<file path="src/rtl/ext_bus_arbiter_pkg.sv">
// Shared constants and helpers for the external bus sequencer/arbiter.
// FSM encoding, address-space selectors, default wait/timeout values.
package ext_bus_pkg;

    localparam logic [1:0] ST_IDLE   = 2'd0;
    localparam logic [1:0] ST_SETUP  = 2'd1;
    localparam logic [1:0] ST_ACCESS = 2'd2;
    localparam logic [1:0] ST_DONE   = 2'd3;

    localparam logic RAM_SPACE = 1'b0;
    localparam logic IO_SPACE  = 1'b1;

    localparam int unsigned WAIT_W       = 32'd4;
    localparam int unsigned DEF_RAM_WAIT = 32'd1;
    localparam int unsigned DEF_IO_WAIT  = 32'd2;
    localparam int unsigned DEF_TIMEOUT  = 32'd64;

    // Wait-counter preload for the latched address space.
    function automatic logic [WAIT_W-1:0] wait_load(input logic space,
                                                   input logic [WAIT_W-1:0] ram_w,
                                                   input logic [WAIT_W-1:0] io_w);
        wait_load = (space == IO_SPACE) ? io_w : ram_w;
    endfunction

    // Strobe vector {we_ram, write_ext, read_ext}; a RAM read drives none.
    function automatic logic [2:0] decode_strobes(input logic space, input logic we);
        decode_strobes = (space == IO_SPACE) ? {1'b0, we, ~we} : {we, 1'b0, 1'b0};
    endfunction

endpackage

</file>
<file path="src/rtl/ext_bus_arbiter_rr_arbiter2.sv">
// Two-requester round-robin arbiter: on a tie the master that did not win last is granted.
module rr_arbiter2
    import ext_bus_pkg::*;
(
    input  logic [1:0] req,
    input  logic       en,
    input  logic       last_grant,
    output logic [1:0] gnt
);

    // One-hot grant; a single requester simply wins.
    always_comb begin
        gnt = 2'b00;
        if (!en) begin
            gnt = 2'b00;
        end else if (req == 2'b11) begin
            gnt = last_grant ? 2'b01 : 2'b10;
        end else begin
            gnt = req;
        end
    end

endmodule

</file>
<file path="src/rtl/ext_bus_arbiter.sv">
// External memory/IO bus sequencer shared by two masters (m0 = CPU, m1 = loader/DMA).
// Optional IO abort timer is enabled by defining EXT_BUS_TIMEOUT_EN.
module ext_bus_arbiter
    import ext_bus_pkg::*;
#(
    parameter int unsigned AW       = 18,
    parameter int unsigned DW       = 16,
    parameter int unsigned RAM_WAIT = DEF_RAM_WAIT,
    parameter int unsigned IO_WAIT  = DEF_IO_WAIT,
    parameter int unsigned TIMEOUT  = DEF_TIMEOUT
) (
    input  logic          clk,
    input  logic          reset,
    input  logic          m0_req,
    input  logic          m0_we,
    input  logic [AW-1:0] m0_addr,
    input  logic [DW-1:0] m0_wdata,
    output logic          m0_ack,
    output logic          m0_err,
    input  logic          m1_req,
    input  logic          m1_we,
    input  logic [AW-1:0] m1_addr,
    input  logic [DW-1:0] m1_wdata,
    output logic          m1_ack,
    output logic          m1_err,
    output logic [DW-1:0] rdata,
    output logic [AW-1:0] dir_mem_ex,
    output logic          we_ram,
    output logic          write_ext,
    output logic          read_ext,
    output logic [DW-1:0] data_out,
    output logic          data_oe,
    input  logic [DW-1:0] data_in,
    input  logic          io_ready
);

    logic [1:0]        state_q, state_d;
    logic              gid_q, gid_d, last_q, last_d;
    logic              we_q, we_d, space_q, space_d;
    logic [WAIT_W-1:0] cnt_q, cnt_d;
    logic [AW-1:0]     dir_q, dir_d;
    logic [DW-1:0]     dout_q, dout_d, rdata_q, rdata_d;
    logic              data_oe_q, data_oe_d;
    logic [2:0]        strobe_q, strobe_d;
    logic              m0_ack_q, m0_ack_d, m1_ack_q, m1_ack_d;
    logic              m0_err_q, m0_err_d, m1_err_q, m1_err_d;

    logic [1:0]        gnt_s;
    logic              sel_s, sel_we_s, access_end_s, timeout_s;
    logic [AW-1:0]     sel_addr_s;
    logic [DW-1:0]     sel_wdata_s;
    logic [2:0]        strobe_s;

    rr_arbiter2 u_arb (
        .req        ({m1_req, m0_req}),
        .en         (state_q == ST_IDLE),
        .last_grant (last_q),
        .gnt        (gnt_s)
    );

    assign sel_s        = gnt_s[1];
    assign sel_we_s     = sel_s ? m1_we    : m0_we;
    assign sel_addr_s   = sel_s ? m1_addr  : m0_addr;
    assign sel_wdata_s  = sel_s ? m1_wdata : m0_wdata;
    assign strobe_s     = decode_strobes(space_q, we_q);
    assign access_end_s = (cnt_q == {WAIT_W{1'b0}}) && ((space_q == RAM_SPACE) || io_ready);

`ifdef EXT_BUS_TIMEOUT_EN
    localparam int unsigned TMO_W = $clog2(TIMEOUT + 32'd1);
    logic [TMO_W-1:0] tmo_q, tmo_d;

    // IO abort timer: counts IO ACCESS cycles, cleared in SETUP.
    always_comb begin
        tmo_d     = tmo_q;
        timeout_s = (state_q == ST_ACCESS) && (space_q == IO_SPACE) &&
                    (tmo_q == TMO_W'(TIMEOUT - 32'd1));
        if (state_q == ST_SETUP) begin
            tmo_d = {TMO_W{1'b0}};
        end else if ((state_q == ST_ACCESS) && (space_q == IO_SPACE)) begin
            tmo_d = tmo_q + TMO_W'(1);
        end else begin
            tmo_d = tmo_q;
        end
    end

    // Abort timer register.
    always_ff @(posedge clk) begin
        if (reset) begin
            tmo_q <= {TMO_W{1'b0}};
        end else begin
            tmo_q <= tmo_d;
        end
    end
`else
    logic unused_timeout_s;
    assign unused_timeout_s = (TIMEOUT == 32'd0);
    assign timeout_s        = 1'b0;
`endif

    // Bus sequencer next-state and registered-output computation.
    always_comb begin
        state_d   = state_q;
        gid_d     = gid_q;
        last_d    = last_q;
        we_d      = we_q;
        space_d   = space_q;
        cnt_d     = cnt_q;
        dir_d     = dir_q;
        dout_d    = dout_q;
        rdata_d   = rdata_q;
        data_oe_d = 1'b0;
        strobe_d  = 3'b000;
        m0_ack_d  = 1'b0;
        m1_ack_d  = 1'b0;
        m0_err_d  = 1'b0;
        m1_err_d  = 1'b0;
        case (state_q)
            ST_IDLE: begin
                if (gnt_s != 2'b00) begin
                    state_d   = ST_SETUP;
                    gid_d     = sel_s;
                    last_d    = sel_s;
                    we_d      = sel_we_s;
                    space_d   = sel_addr_s[AW-1];
                    dir_d     = sel_addr_s;
                    dout_d    = sel_wdata_s;
                    data_oe_d = sel_we_s;
                end else begin
                    state_d = ST_IDLE;
                end
            end
            ST_SETUP: begin
                state_d   = ST_ACCESS;
                cnt_d     = wait_load(space_q, WAIT_W'(RAM_WAIT), WAIT_W'(IO_WAIT));
                data_oe_d = we_q;
                strobe_d  = strobe_s;
            end
            ST_ACCESS: begin
                if (access_end_s) begin
                    state_d  = ST_DONE;
                    rdata_d  = we_q ? rdata_q : data_in;
                    m0_ack_d = ~gid_q;
                    m1_ack_d = gid_q;
                end else if (timeout_s) begin
                    state_d  = ST_DONE;
                    m0_ack_d = ~gid_q;
                    m1_ack_d = gid_q;
                    m0_err_d = ~gid_q;
                    m1_err_d = gid_q;
                end else begin
                    // Counter saturates at zero while an IO device holds off ready.
                    cnt_d     = (cnt_q == {WAIT_W{1'b0}}) ? cnt_q : (cnt_q - WAIT_W'(1));
                    data_oe_d = we_q;
                    strobe_d  = strobe_s;
                end
            end
            ST_DONE: begin
                state_d = ST_IDLE;
            end
            default: begin
                state_d = ST_IDLE;
            end
        endcase
    end

    // State and output registers; reset leaves m1 as last winner so m0 wins the first tie.
    always_ff @(posedge clk) begin
        if (reset) begin
            state_q   <= ST_IDLE;
            gid_q     <= 1'b0;
            last_q    <= 1'b1;
            we_q      <= 1'b0;
            space_q   <= RAM_SPACE;
            cnt_q     <= {WAIT_W{1'b0}};
            dir_q     <= {AW{1'b0}};
            dout_q    <= {DW{1'b0}};
            rdata_q   <= {DW{1'b0}};
            data_oe_q <= 1'b0;
            strobe_q  <= 3'b000;
            m0_ack_q  <= 1'b0;
            m1_ack_q  <= 1'b0;
            m0_err_q  <= 1'b0;
            m1_err_q  <= 1'b0;
        end else begin
            state_q   <= state_d;
            gid_q     <= gid_d;
            last_q    <= last_d;
            we_q      <= we_d;
            space_q   <= space_d;
            cnt_q     <= cnt_d;
            dir_q     <= dir_d;
            dout_q    <= dout_d;
            rdata_q   <= rdata_d;
            data_oe_q <= data_oe_d;
            strobe_q  <= strobe_d;
            m0_ack_q  <= m0_ack_d;
            m1_ack_q  <= m1_ack_d;
            m0_err_q  <= m0_err_d;
            m1_err_q  <= m1_err_d;
        end
    end

    assign dir_mem_ex = dir_q;
    assign data_out   = dout_q;
    assign data_oe    = data_oe_q;
    assign rdata      = rdata_q;
    assign we_ram     = strobe_q[2];
    assign write_ext  = strobe_q[1];
    assign read_ext   = strobe_q[0];
    assign m0_ack     = m0_ack_q;
    assign m1_ack     = m1_ack_q;
    assign m0_err     = m0_err_q;
    assign m1_err     = m1_err_q;

endmodule
</file>
<file path="config.mk">
export PLATFORM = sky130hd
export DESIGN_NAME = ext_bus_arbiter
export DESIGN_NICKNAME = d
export VERILOG_FILES = /design/src/rtl/ext_bus_arbiter_pkg.sv /design/src/rtl/ext_bus_arbiter_rr_arbiter2.sv /design/src/rtl/ext_bus_arbiter.sv
export SDC_FILE = /design/constraint.sdc
export NUM_CORES = 1
export LEC_CHECK = 0
export CAP_MARGIN = 40
export CORE_ASPECT_RATIO = 0.5
export CORE_MARGIN = 2
export CORE_UTILIZATION = 36
export DETAILED_ROUTE_END_ITERATION = 10
export PLACE_DENSITY = 0.77
export REMOVE_ABC_BUFFERS = 1
export SYNTH_ARGS = -nofsm -noshare
export SYNTH_HDL_FRONTEND = slang
export SYNTH_SLANG_ARGS = --single-unit
</file>
<file path="constraint.sdc">
create_clock -name clk -period 1.5 [get_ports clk]
set_clock_uncertainty 0.1 [all_clocks]
set_input_delay 0.3 -clock clk [delete_from_list [all_inputs] [get_ports clk]]
set_output_delay 0.3 -clock clk [all_outputs]
set_load 0.05 [all_outputs]
</file>
==> Word level (Yosys, flattened, before mapping) <==
Index checks and enable logic that the tools add are counted.
{ "op_classes": {"bitwise": 5, "reduce_logical": 10, "addsub": 1, "mux": 19, "n_eq_ne": 7} }
{ "ops": {"columns": ["cell", "count"], "rows": [
  ["18-bit 2-to-1 mux", 1],
  ["16-bit 2-to-1 mux", 1],
  ["2-bit 2-to-1 mux", 5],
  ["4-bit 2-to-1 mux", 2],
  ["2-bit case mux with 4 select lines", 1],
  ["4-bit case mux with 2 select lines", 1],
  ["2-bit == test, second input constant", 3],
  ["3-bit 2-to-1 mux", 2],
  ["2-bit inequality test, second input constant", 3],
  ["3-bit case mux with 2 select lines", 1],
  ["3-bit AND reduction", 2],
  ["1-bit NOT", 5],
  ["4-bit zero test", 1],
  ["1-bit 2-to-1 mux", 4],
  ["2-bit nonzero test", 2],
  ["4-bit by 1-bit subtractor with 4-bit output, second input constant", 1],
  ["1-bit case mux with 3 select lines", 1],
  ["3-bit OR reduction", 1],
  ["2-bit by 1-bit == test with 1-bit output, second input constant", 1],
  ["2-bit zero test", 1],
  ["2-bit AND reduction", 1],
  ["1-bit logical AND", 1],
  ["1-bit logical OR", 1]
]} }
{ "word_totals": {"register_bits": 66, "output_inout_bits": 58, "word_cells": 55} }

==> Longest topological paths before layout <==
Gate-level depths: netlist of run 1.
{ "depth": {"word_depth": 6, "ltp_mapped": 6, "depth_no_buf": 5} }

==> Hierarchy <==
A second synthesis of run 1 with hierarchy kept.
{ "unflattened": {"cells_unflattened": 306, "hier_area_um2": 2920.3} }
{ "modules_own_cells": {"columns": ["mod", "area_each_um2", "cells_each", "instances", "seq_area_each_um2"], "rows": [
  ["ext_bus_arbiter", 2899.0, 301, 1, 1301.2],
  ["rr_arbiter2", 21.3, 5, 1, 0.0]
]} }

==> Least setup slack after synthesis of run 1 <==
Ideal clock, no wire load.
{ "synth_path": {"path_type": "register -> register", "from": "reg state_q[0]", "to": "reg rdata_q[0], in the netlist rdata[0]", "period_less_slack_ns": 1.682, "stages_incl_launch_ff": 7, "path_buffers": 1, "arrival_ns": 1.510, "t_required_ns": 1.328, "path_slack_ns": -0.182, "path_cell_list": "dfxtp_1 -> inv_1 -> ha_1 -> nand4bb_2 -> nor3_4 -> buf_8 -> mux2i_1"} }
{ "synth_via": {"elab_chain_len": 2} }
{ "synth_rtl": {"columns": ["item", "line_no", "text"], "rows": [
  ["start: declaration", "ext_bus_arbiter.sv:37", "logic [1:0] state_q, state_d;"],
  ["start signal: assignment", "ext_bus_arbiter.sv:185", "state_q <= state_d;"],
  ["2-bit == test", "ext_bus_arbiter.sv:117", "case (state_q)"],
  ["3-bit AND reduction (no line)", null, null],
  ["end signal: assignment", "ext_bus_arbiter.sv:177", "rdata_q <= {DW{1'b0}};"],
  ["end signal: assignment", "ext_bus_arbiter.sv:193", "rdata_q <= rdata_d;"],
  ["end: declaration", "ext_bus_arbiter.sv:42", "logic [DW-1:0] dout_q, dout_d, rdata_q, rdata_d;"]
]} }
Every way passes these cells.
A chain may end at the register's enable or synchronous reset.

==> Final worst setup path of run 1 <==
{ "layout_path": {"from": "reg cnt_q[0]", "to": "reg strobe_q[0]"} }
{ "layout_via": {"elab_chain_len": 4} }
{ "layout_rtl": {"columns": ["item", "line_no", "text"], "rows": [
  ["start: declaration", "ext_bus_arbiter.sv:40", "logic [WAIT_W-1:0] cnt_q, cnt_d;"],
  ["start signal: assignment", "ext_bus_arbiter.sv:174", "cnt_q <= {WAIT_W{1'b0}};"],
  ["start signal: assignment", "ext_bus_arbiter.sv:190", "cnt_q <= cnt_d;"],
  ["4-bit zero test", "ext_bus_arbiter.sv:66", "assign access_end_s = (cnt_q == {WAIT_W{1'b0}}) && ((space_q == RAM_SPACE) || io_ready);"],
  ["1-bit logical AND", "ext_bus_arbiter.sv:66", null],
  ["3-bit 2-to-1 mux", "ext_bus_arbiter.sv:139", "if (access_end_s) begin"],
  ["3-bit case mux with 2 select lines", "ext_bus_arbiter.sv:117", null],
  ["end signal: assignment", "ext_bus_arbiter.sv:195", "strobe_q <= strobe_d;"],
  ["end: declaration", "ext_bus_arbiter.sv:44", "logic [2:0] strobe_q, strobe_d;"]
]} }
Every way passes these cells.

==> flow_summary.toml, run 1 <==
[global_routing]
grtUsageMet2_pct = 45.1
grt_start_max_net_pins = 43
overflow = 0
met1_usage_pct = 30.9
gr-max-usage-layer = "met2"
grt_pass1_vias = 3299
antenna_found_initial = 0
grt_pass1_wl_mm = 17.3
track_usage_pct = 25.9
use_met3_pct = 6.81

[setup_path]
endpoint_kind = "flop"
worstPathArrival_ns = 1.81
cp_max_fo = 3
path_cells = "inv_2 > ha_4 > or3b_4 > buf_6 > o311ai_4 > nor3_1"
max_stage_delay_ns = 0.41
crit_type = "flop to flop"
rr_worst_depth = 6
start_kind = "flop"
slowest_stage = "or3b_4"
critPathRequiredTime_ns = 1.60

[pwr]
p_leak_nw = 2.25
p_comb_share_pct = 59.1
irDropWorstVdd_mv = 1.01
swShare_pct = 41.8
p_total_mw = 11.8
switching_power_mw = 4.92
power.density_mw_per_mm2 = 1970
p_clk_share_pct = 17.8
p_int_mw = 6.85
pwr-share-seq_pct = 23.1

[cells_and_area]
syn2layout_area_growth_pct = 107
fin_util_pct = 75.7
drive_above_1_share_pct = 34.7
nets = 591
fillers = 493
num_antenna_cells = 0

[floorplanning]
start_util_pct = 36.6
core_mm2 = 0.00789
core.rowCount = 23
ios = 149
dieArea_mm2 = 0.00879
die_h_um = 67.3
dieWidth_um = 131

[yosys]
avgSynthCellArea_um2 = 9.02
synth_cells = 320
synth_area_leaders = "dfxtp_1 (45%), o32ai_1 (10%), a21oi_1 (6.8%)"
synth_top_area_cell = "dfxtp_1"
synthFlopType = "dfxtp_1"
synth_area_mm2 = 0.00289
ys_types = 42
seq_area_frac_synth_pct = 45.1
synth_top_cell_area_share_pct = 45.1
ys_ff_latch = 65
async_flop_share_pct = 0
synth_warnings = 0
synth_edf_count = 0

[status]
status = "finished, violations left"
failed_checks = "setup timing"

[job]
cap_violations = 0

[detailed_routing]
drc_errors = 0
via_per_inst = 5.58
final_antenna_net_count = 0
routed_wirelength_mm = 12.1
drt_first_iter_violations = 239
num_vias = 3401
firstDrtPassIters = 5
avgRoutedWirePerCell_um = 19.8

[sta]
fmax_ghz = 0.583
layout_setup_ws_ns = -0.217
post-route-period-util_pct = 114
setup_viol = 24
rsz0062_at_grt = "true"
period_needed_ns = 1.72
hold_viol = 0
slew_viol_final = 0
timing.hold.ws_ns = 0.397

[clocking]
cts-root-buf = "clkbuf_16"
htree_levels = 3
cts_sinks = 65
cts-buffers-inserted = 9
tritoncts = "built"
clk_latency_ns = 0.33
clkTransAtPathRegs_ns = 0.05
clock_path_buffers = 2

[min_path]
min_delay_path_depth = 2
hold_class = "flop to flop"

[placed_design]
place_hpwl_mm = 6.97
port_buffers = 146
place.gp.congestion = 0.832
[sequential cells by signal, summed over array words and instances, names as in the netlist]
name        flops
m0_ack          1
gid_q           1
cnt_q           4
m1_ack          1
space_q         1
data_oe         1
data_out       16
we_q            1
state_q         2
strobe_q        3
last_q          1
dir_mem_ex     17
rdata          16
[metal layers]
metal / vias up / wire length (um)
met4: 0 / 366
met3: 36 / 686
li1: 1529 / -
met1: 1680 / 4890
met5: - / 0
met2: 156 / 6150
[per-stage QoR]
step | cell area [um^2] | TNS [ns] | worst slack [ns] | cells
4_1_cts | 5850 | -1.39 | -0.146 | 611
5_1_grt | 5970 | -4.25 | -0.246 | 610
6_report | 5970 | -2.78 | -0.217 | 610
3_5_place_dp | 5260 | -20.80 | -0.535 | 585
2_1_floorplan | 2740 | -38.40 | -0.814 | 288
3_3_place_gp | 5260 | -19.06 | -0.458 | 585
[worst max-delay path, delay by kind of cell (launching register included)]
kind / cells / cell delay (ns)
flops: 1 / 0.32
fa+ha+maj: 1 / 0.13
buf+inv: 2 / 0.24
compound gates: 1 / 0.29
simple gates: 2 / 0.51
[area by class of cell]
type / instances / area, um^2 / share of cell area, %
clock inverter: 6 / 57.6 / 0.965
sequential: 65 / 1310 / 21.9
inverter: 11 / 45.0 / 0.755
tap: 112 / 140 / 2.35
multi-input combinational: 212 / 1690 / 28.3
timing repair buffer: 194 / 2490 / 41.8
clock buffer: 10 / 239 / 4.01
[path summary, 6_finish.rpt]
path / slack (ns) / end / start
max: -0.22 / strobe_q[0] / cnt_q[0]
min: 0.40 / rdata[8] / rdata[8]
max reg2reg: -0.22 / strobe_q[0] / cnt_q[0]
min reg2reg: 0.40 / rdata[8] / rdata[8]
[placed cells by master (no fill, tap or decap), types with 2 or more instances in the layout]
cell / n
inv_1: 4
o211ai_1: 2
a21oi_2: 4
clkdlybuf4s50_1: 88
buf_12: 61
inv_2: 4
nor3_1: 2
nand2b_1: 2
dlygate4sd2_1: 2
nand2_1: 38
a21oi_1: 35
ha_1: 2
clkinv_2: 5
o21ai_1: 22
dfxtp_2: 4
clkbuf_16: 9
buf_6: 8
dfxtp_1: 61
o21ai_2: 11
nor2b_4: 2
ha_4: 5
nor4b_4: 2
o32ai_1: 33
buf_4: 34
conb_1: 2
mux2i_1: 16
o21ai_0: 4
o311ai_4: 2
[power groups by stage]
stage / clock network [mW] / logic (mW) / registers (mW)
floorplan: 0 / 1.45 / 3.77
global placement: 0 / 5.58 / 2.64
detailed placement: 0 / 5.68 / 2.66
CTS: 2.09 / 6.45 / 2.68
global route: 2.18 / 7.21 / 2.77
finish: 2.09 / 6.96 / 2.72
[timing repair]
action                     4_1_cts  5_1_grt
cloned                           2        0
resized for setup               57       51
hold endpoints to repair         0        0
setup endpoints to repair       61       54
pin swaps                        7        8
setup buffers                    8        1
hold buffers                     0        0
[synth_stat cells (all sizes together), types with 2 or more instances]
library cell and n:
nand2 38, ha 7, inv 9, nor3b 2, o211ai 2, clkinv 2
a21oi 39, o32ai 34, nor2b 4, mux2i 17, dfxtp 65, nand2b 2
clkbuf 26, buf 7, nor3 4, o311ai 3, nor4b 2, o21ai 37
[cell families (layout without fill, tap and decap cells)]
| logic type | after synthesis | after routing | synth area share (%) |
|---|---|---|---|
| compound gates | 123 | 123 | 27.7 |
| fa+ha+maj | 7 | 7 | 3.04 |
| buf+inv | 44 | 221 | 6.72 |
| flops | 65 | 65 | 45.1 |
| mux | 17 | 17 | 5.90 |
| other cells | 1 | 2 | 0.130 |
| simple gates | 63 | 63 | 11.4 |
(Power assumes the default switching activity.)
==> run 2: changes to the inputs <==
- CORE_UTILIZATION: 36 -> 30
- PLACE_DENSITY: 0.77 -> default
- PLACE_DENSITY_LB_ADDON: default -> 0.15
==> flow_summary.toml, run 2 (synthesis results as in run 1) <==
[global_routing]
grt_pass1_vias = 2933
track_usage_pct = 17.9
antenna_found_initial = 0
overflow = 0
grt_start_max_net_pins = 42
grt_pass1_wl_mm = 14.7

[floorplanning]
core_mm2 = 0.00938
dieWidth_um = 143
dieArea_mm2 = 0.0105
start_util_pct = 30.7
core.rowCount = 25
die_h_um = 73.3
ios = 149

[clocking]
htree_levels = 3
clk_latency_ns = 0.33
hold_buffers = 0
cts-buffers-inserted = 9
tritoncts = "built"
cts-root-buf = "clkbuf_16"
cts_sinks = 65
clock_path_buffers = 2
clkTransAtPathRegs_ns = 0.06

[cells_and_area]
mostFrequentLayoutCells = "clkdlybuf4s50_1 (90), buf_12 (62), dfxtp_1 (61), buf_4 (40), a21oi_1 (39)"
largest_reg_flops = 17
nets = 599
fin_area_mm2 = 0.00608
layout_commonest_cell = "clkdlybuf4s50_1"
num_antenna_cells = 0
drive_above_1_share_pct = 33.4
syn2layout_area_growth_pct = 111

[min_path]
hold_class = "flop to flop"

[detailed_routing]
routed_wirelength_mm = 9.48
drt_first_iter_violations = 124
drc_errors = 0
final_antenna_net_count = 0
num_vias = 3076
via_per_inst = 4.91
firstDrtPassIters = 4
avgRoutedWirePerCell_um = 15.1

[sta]
post-route-period-util_pct = 112
fmax_ghz = 0.597
hold_viol = 0
rsz0062_at_grt = "true"
timing.hold.ws_ns = 0.392
tns_ns = -0.911
setup_viol = 9
layout_setup_ws_ns = -0.174
slew_viol_final = 0
period_needed_ns = 1.67

[pwr]
irDropWorstVdd_mv = 0.724
switching_power_mw = 4.50
p_leak_nw = 2.32
swShare_pct = 37.9
p_clk_share_pct = 21.8
p_total_mw = 11.9
power.density_mw_per_mm2 = 1950
p_comb_share_pct = 55.8
p_int_mw = 7.37
pwr-share-seq_pct = 22.4

[placed_design]
dpl-instance-area_mm2 = 0.00531
port_buffers = 146
dp_slack_ns = -0.367
place.gp.congestion = 0.796
place_hpwl_mm = 6.41

[job]
cap_violations = 0

[setup_path]
cp_max_fo = 6
start_kind = "flop"
critPathRequiredTime_ns = 1.61
worstPathArrival_ns = 1.79
endpoint_kind = "flop"
crit_type = "flop to flop"

[status]
failed_checks = "setup timing"
status = "finished, violations left"
run 2: power by group through the flow:
stage               combinational (mW)  clock, mW  sequential, mW
finish                            6.62       2.59            2.66
floorplan                         1.45          0            3.77
global route                      7.04       2.72            2.71
detailed placement                5.77          0            2.66
global placement                  5.74          0            2.64
CTS                               6.28       2.65            2.65
run 2: through the flow:
stage,util [%],instances
floorplan,-,288
global placement,56.6,598
detailed placement,56.6,598
CTS,62.7,624
global route,64.8,627
finish,64.8,627
run 2: area by class of cell:
class	instances	area (um^2)
fillers	736	3300
repair buffers	202	2570
multi-input cells	212	1650
flip-flops and latches	65	1310
clock buffers	9	225
well taps	121	151
clock inverters	7	143
inverters	11	43.8
run 2: final timing paths:
path             from     endpoint  slack (ns)  cells past startpoint
max          cnt_q[1]  strobe_q[1]       -0.17                      6
min          rdata[6]     rdata[6]        0.39                      2
max reg2reg  cnt_q[1]  strobe_q[1]       -0.17                      6
min reg2reg  rdata[6]     rdata[6]        0.39                      2
run 2: timing repair:
item                       4_1_cts  5_1_grt
pin swaps                        7        9
gates cloned                     1        1
setup endpoints to repair       61       60
setup buffers                    9        5
resized for setup               30       33
run 2: critical path, stage by stage (launching register included):
cell and delay [ns]:
dfxtp_2 0.32, inv_2 0.07, ha_4 0.13, or3b_4 0.38
buf_6 0.15, o311ai_4 0.32, nor3_1 0.08
run 2: metal layers:
metal  track usage [%]  share of wire (%)  vias up  routed length [um]
met2              30.2                 51       77                4800
met1              22.1                 43     1439                4050
met3              6.19                5.4       11                 511
met4              4.73                1.3        0                 119
met5                 0                  0        -                   0
li1                  -                  -     1549                   -
==> run 3: changes to the inputs <==
- GPL_TIMING_DRIVEN: default -> 0
- SYNTH_HIERARCHICAL: default -> 1
==> flow_summary.toml, run 3 <==
[floorplanning]
start_util_pct = 30.9
dieArea_mm2 = 0.0106
dieWidth_um = 144
core_mm2 = 0.00945
die_h_um = 73.8
core.rowCount = 25
ios = 149

[sta]
slew_viol_final = 0
period_needed_ns = 1.75
layout_setup_ws_ns = -0.255
fmax_ghz = 0.570
hold_viol = 0
rsz0062_at_grt = "true"
post-route-period-util_pct = 117
tns_ns = -9.03
setup_viol = 61

[setup_path]
r2r_end = "data_out[9]"
reg2reg_from = "state_q[1]"
r2r_setup_slack_ns = -0.25
critPathRequiredTime_ns = 1.61
endpoint_kind = "flop"
start_kind = "flop"
crit_type = "flop to flop"
worstPathArrival_ns = 1.86
cp_max_fo = 8
rr_worst_depth = 8

[clocking]
hold_buffers = 0
clkTransAtPathRegs_ns = 0.05
clock_path_buffers = 2
cts-buffers-inserted = 9
cts_sinks = 65
htree_levels = 3
clk_latency_ns = 0.33
cts-root-buf = "clkbuf_16"
tritoncts = "built"

[yosys]
ys_ff_latch = 65
synth_most_common_cell = "dfxtp_1"
synth_warnings = 6
async_flop_share_pct = 0
synth_area_mm2 = 0.00292
synth_top_cell_area_share_pct = 44.6
ys_types = 41
avgSynthCellArea_um2 = 9.54
synth_top_area_cell = "dfxtp_1"
synthFlopType = "dfxtp_1"
synth_edf_count = 0
yosys-top-cells-count = "dfxtp_1 (65), mux2i_1 (51), nand2_1 (39)"
synth_area_leaders = "dfxtp_1 (45%), mux2i_1 (17%), a211oi_1 (9.0%)"
seq_area_frac_synth_pct = 44.6
synth_cells = 306

[pwr]
p_comb_share_pct = 60.6
swShare_pct = 41.9
power.density_mw_per_mm2 = 2090
p_leak_nw = 2.15
p_clk_share_pct = 18.7
p_int_mw = 7.13
irDropWorstVdd_mv = 0.799
switching_power_mw = 5.15
pwr-share-seq_pct = 20.7

[global_routing]
grt_pass1_wl_mm = 14.4
track_usage_pct = 17.7
grt_start_max_net_pins = 44
antenna_found_initial = 0
grt_pass1_vias = 2884
overflow = 0

[cells_and_area]
fillers = 787
drive_above_1_share_pct = 39.7
mostFrequentLayoutCells = "clkdlybuf4s50_1 (89), dfxtp_1 (60), clkdlybuf4s15_2 (51), nand2_1 (36), nor2_1 (36)"
num_antenna_cells = 0
largest_reg_flops = 17
nets = 585
stdcell_count = 629
layout_commonest_cell = "clkdlybuf4s50_1"
fin_util_pct = 62.3
syn2layout_area_growth_pct = 102

[min_path]
min_to = "data_out[3]"
min_delay_path_depth = 2
hold_class = "input pin to flop"
min_from = "reset"

[detailed_routing]
drt_first_iter_violations = 71
final_antenna_net_count = 0
num_vias = 2927
avgRoutedWirePerCell_um = 15.3
via_per_inst = 4.65
firstDrtPassIters = 5
drc_errors = 0
routed_wirelength_mm = 9.62

[job]
cap_violations = 0

[status]
status = "finished, violations left"
failed_checks = "setup timing"

[placed_design]
port_buffers = 146
place_hpwl_mm = 5.29
dpl.cell_count = 568
place.gp.congestion = 0.767
-- run 3: cell count changes in the layout (fill, tap and decap cells not counted), moves of 11 or more --
cell,change
o32ai_2,-13
o21ai_0,-31
mux2i_1,+15
nor2_1,+35
clkdlybuf4s15_2,+51
o32ai_1,-20
a21oi_1,-35
a211oi_1,+11
buf_12,-54
buf_4,-17
a211oi_2,+23
-- run 3: worst max path at each step --
stage,startpoint,endpoint,slack [ns],depth (start not counted)
5_1_grt,state_q[1],space_q,-0.32,9
3_5_place_dp,m1_req,data_out[1],-1.55,7
6_report,state_q[1],data_out[9],-0.25,8
3_3_place_gp,m1_req,data_oe,-5.50,6
4_1_cts,state_q[0],data_out[1],-0.24,10
2_1_floorplan,state_q[0],data_oe,-3.78,7
-- run 3: metal layers --
metal | global-route usage [%] | wire [um]
met5 | 0 | 0
met4 | 6.54 | 110
met3 | 5.61 | 520
met2 | 29.8 | 4640
met1 | 21.6 | 4350
-- run 3: logic make-up (layout without fill, tap and decap cells) --
kind of cell | after synthesis | count (layout) | synth area share (%)
simple gates | 89 | 89 | 14.4
flops | 65 | 65 | 44.6
compound gates | 58 | 62 | 14.8
mux | 52 | 52 | 17.9
buf+inv | 36 | 219 | 6.08
fa+ha+maj | 5 | 5 | 2.14
other cells | 1 | 2 | 0.128
-- run 3: layout make-up --
type                    instances  area (um^2)  share of cell area [%]
inverters                      11         48.8                   0.829
well taps                     135          169                    2.87
clock buffers                  10          239                    4.06
repair buffers                192         2140                    36.3
flip-flops and latches         65         1310                    22.2
multi-input cells             210         1890                    32.1
clock inverters                 6         90.1                    1.53
-- run 3: per-stage QoR --
stage | hold slack [ns] | worst slack (ns) | area [um^2] | power [mW]
after detailed placement | 0.336 | -1.55 | 4540 | 7.51
final | 0.112 | -0.255 | 5890 | 12.3
after floorplan | 0.269 | -3.78 | 2790 | 6.38
after global placement | 0.338 | -5.50 | 4420 | 6.92
after global routing | 0.109 | -0.316 | 5890 | 12.9
after CTS | 0.0914 | -0.239 | 5590 | 11.7
-- run 3: power by group through the flow --
stage / logic (mW) / clock network (mW) / registers [mW]
after global routing: 7.91 / 2.44 / 2.60
after global placement: 4.44 / 0 / 2.48
after detailed placement: 4.97 / 0 / 2.54
after CTS: 6.87 / 2.34 / 2.52
final: 7.44 / 2.30 / 2.54
after floorplan: 1.84 / 0 / 4.54
-- run 3: timing repair --
item | 4_1_cts | 5_1_grt
endpoints found under the hold margin | 0 | 0
buffers inserted | 29 | 9
gates resized for setup | 243 | 52
pin swaps | 15 | 28
endpoints found under the setup margin | 119 | 67
gates cloned | 7 | 4
-- run 3: worst max-delay path, cell delays in order (launching register included) --
cell	delay, ns
dfxtp_4	0.35
inv_4	0.06
ha_4	0.16
nand2_4	0.06
a21oi_4	0.19
buf_12	0.20
buf_12	0.17
mux2i_4	0.25
a211oi_2	0.08
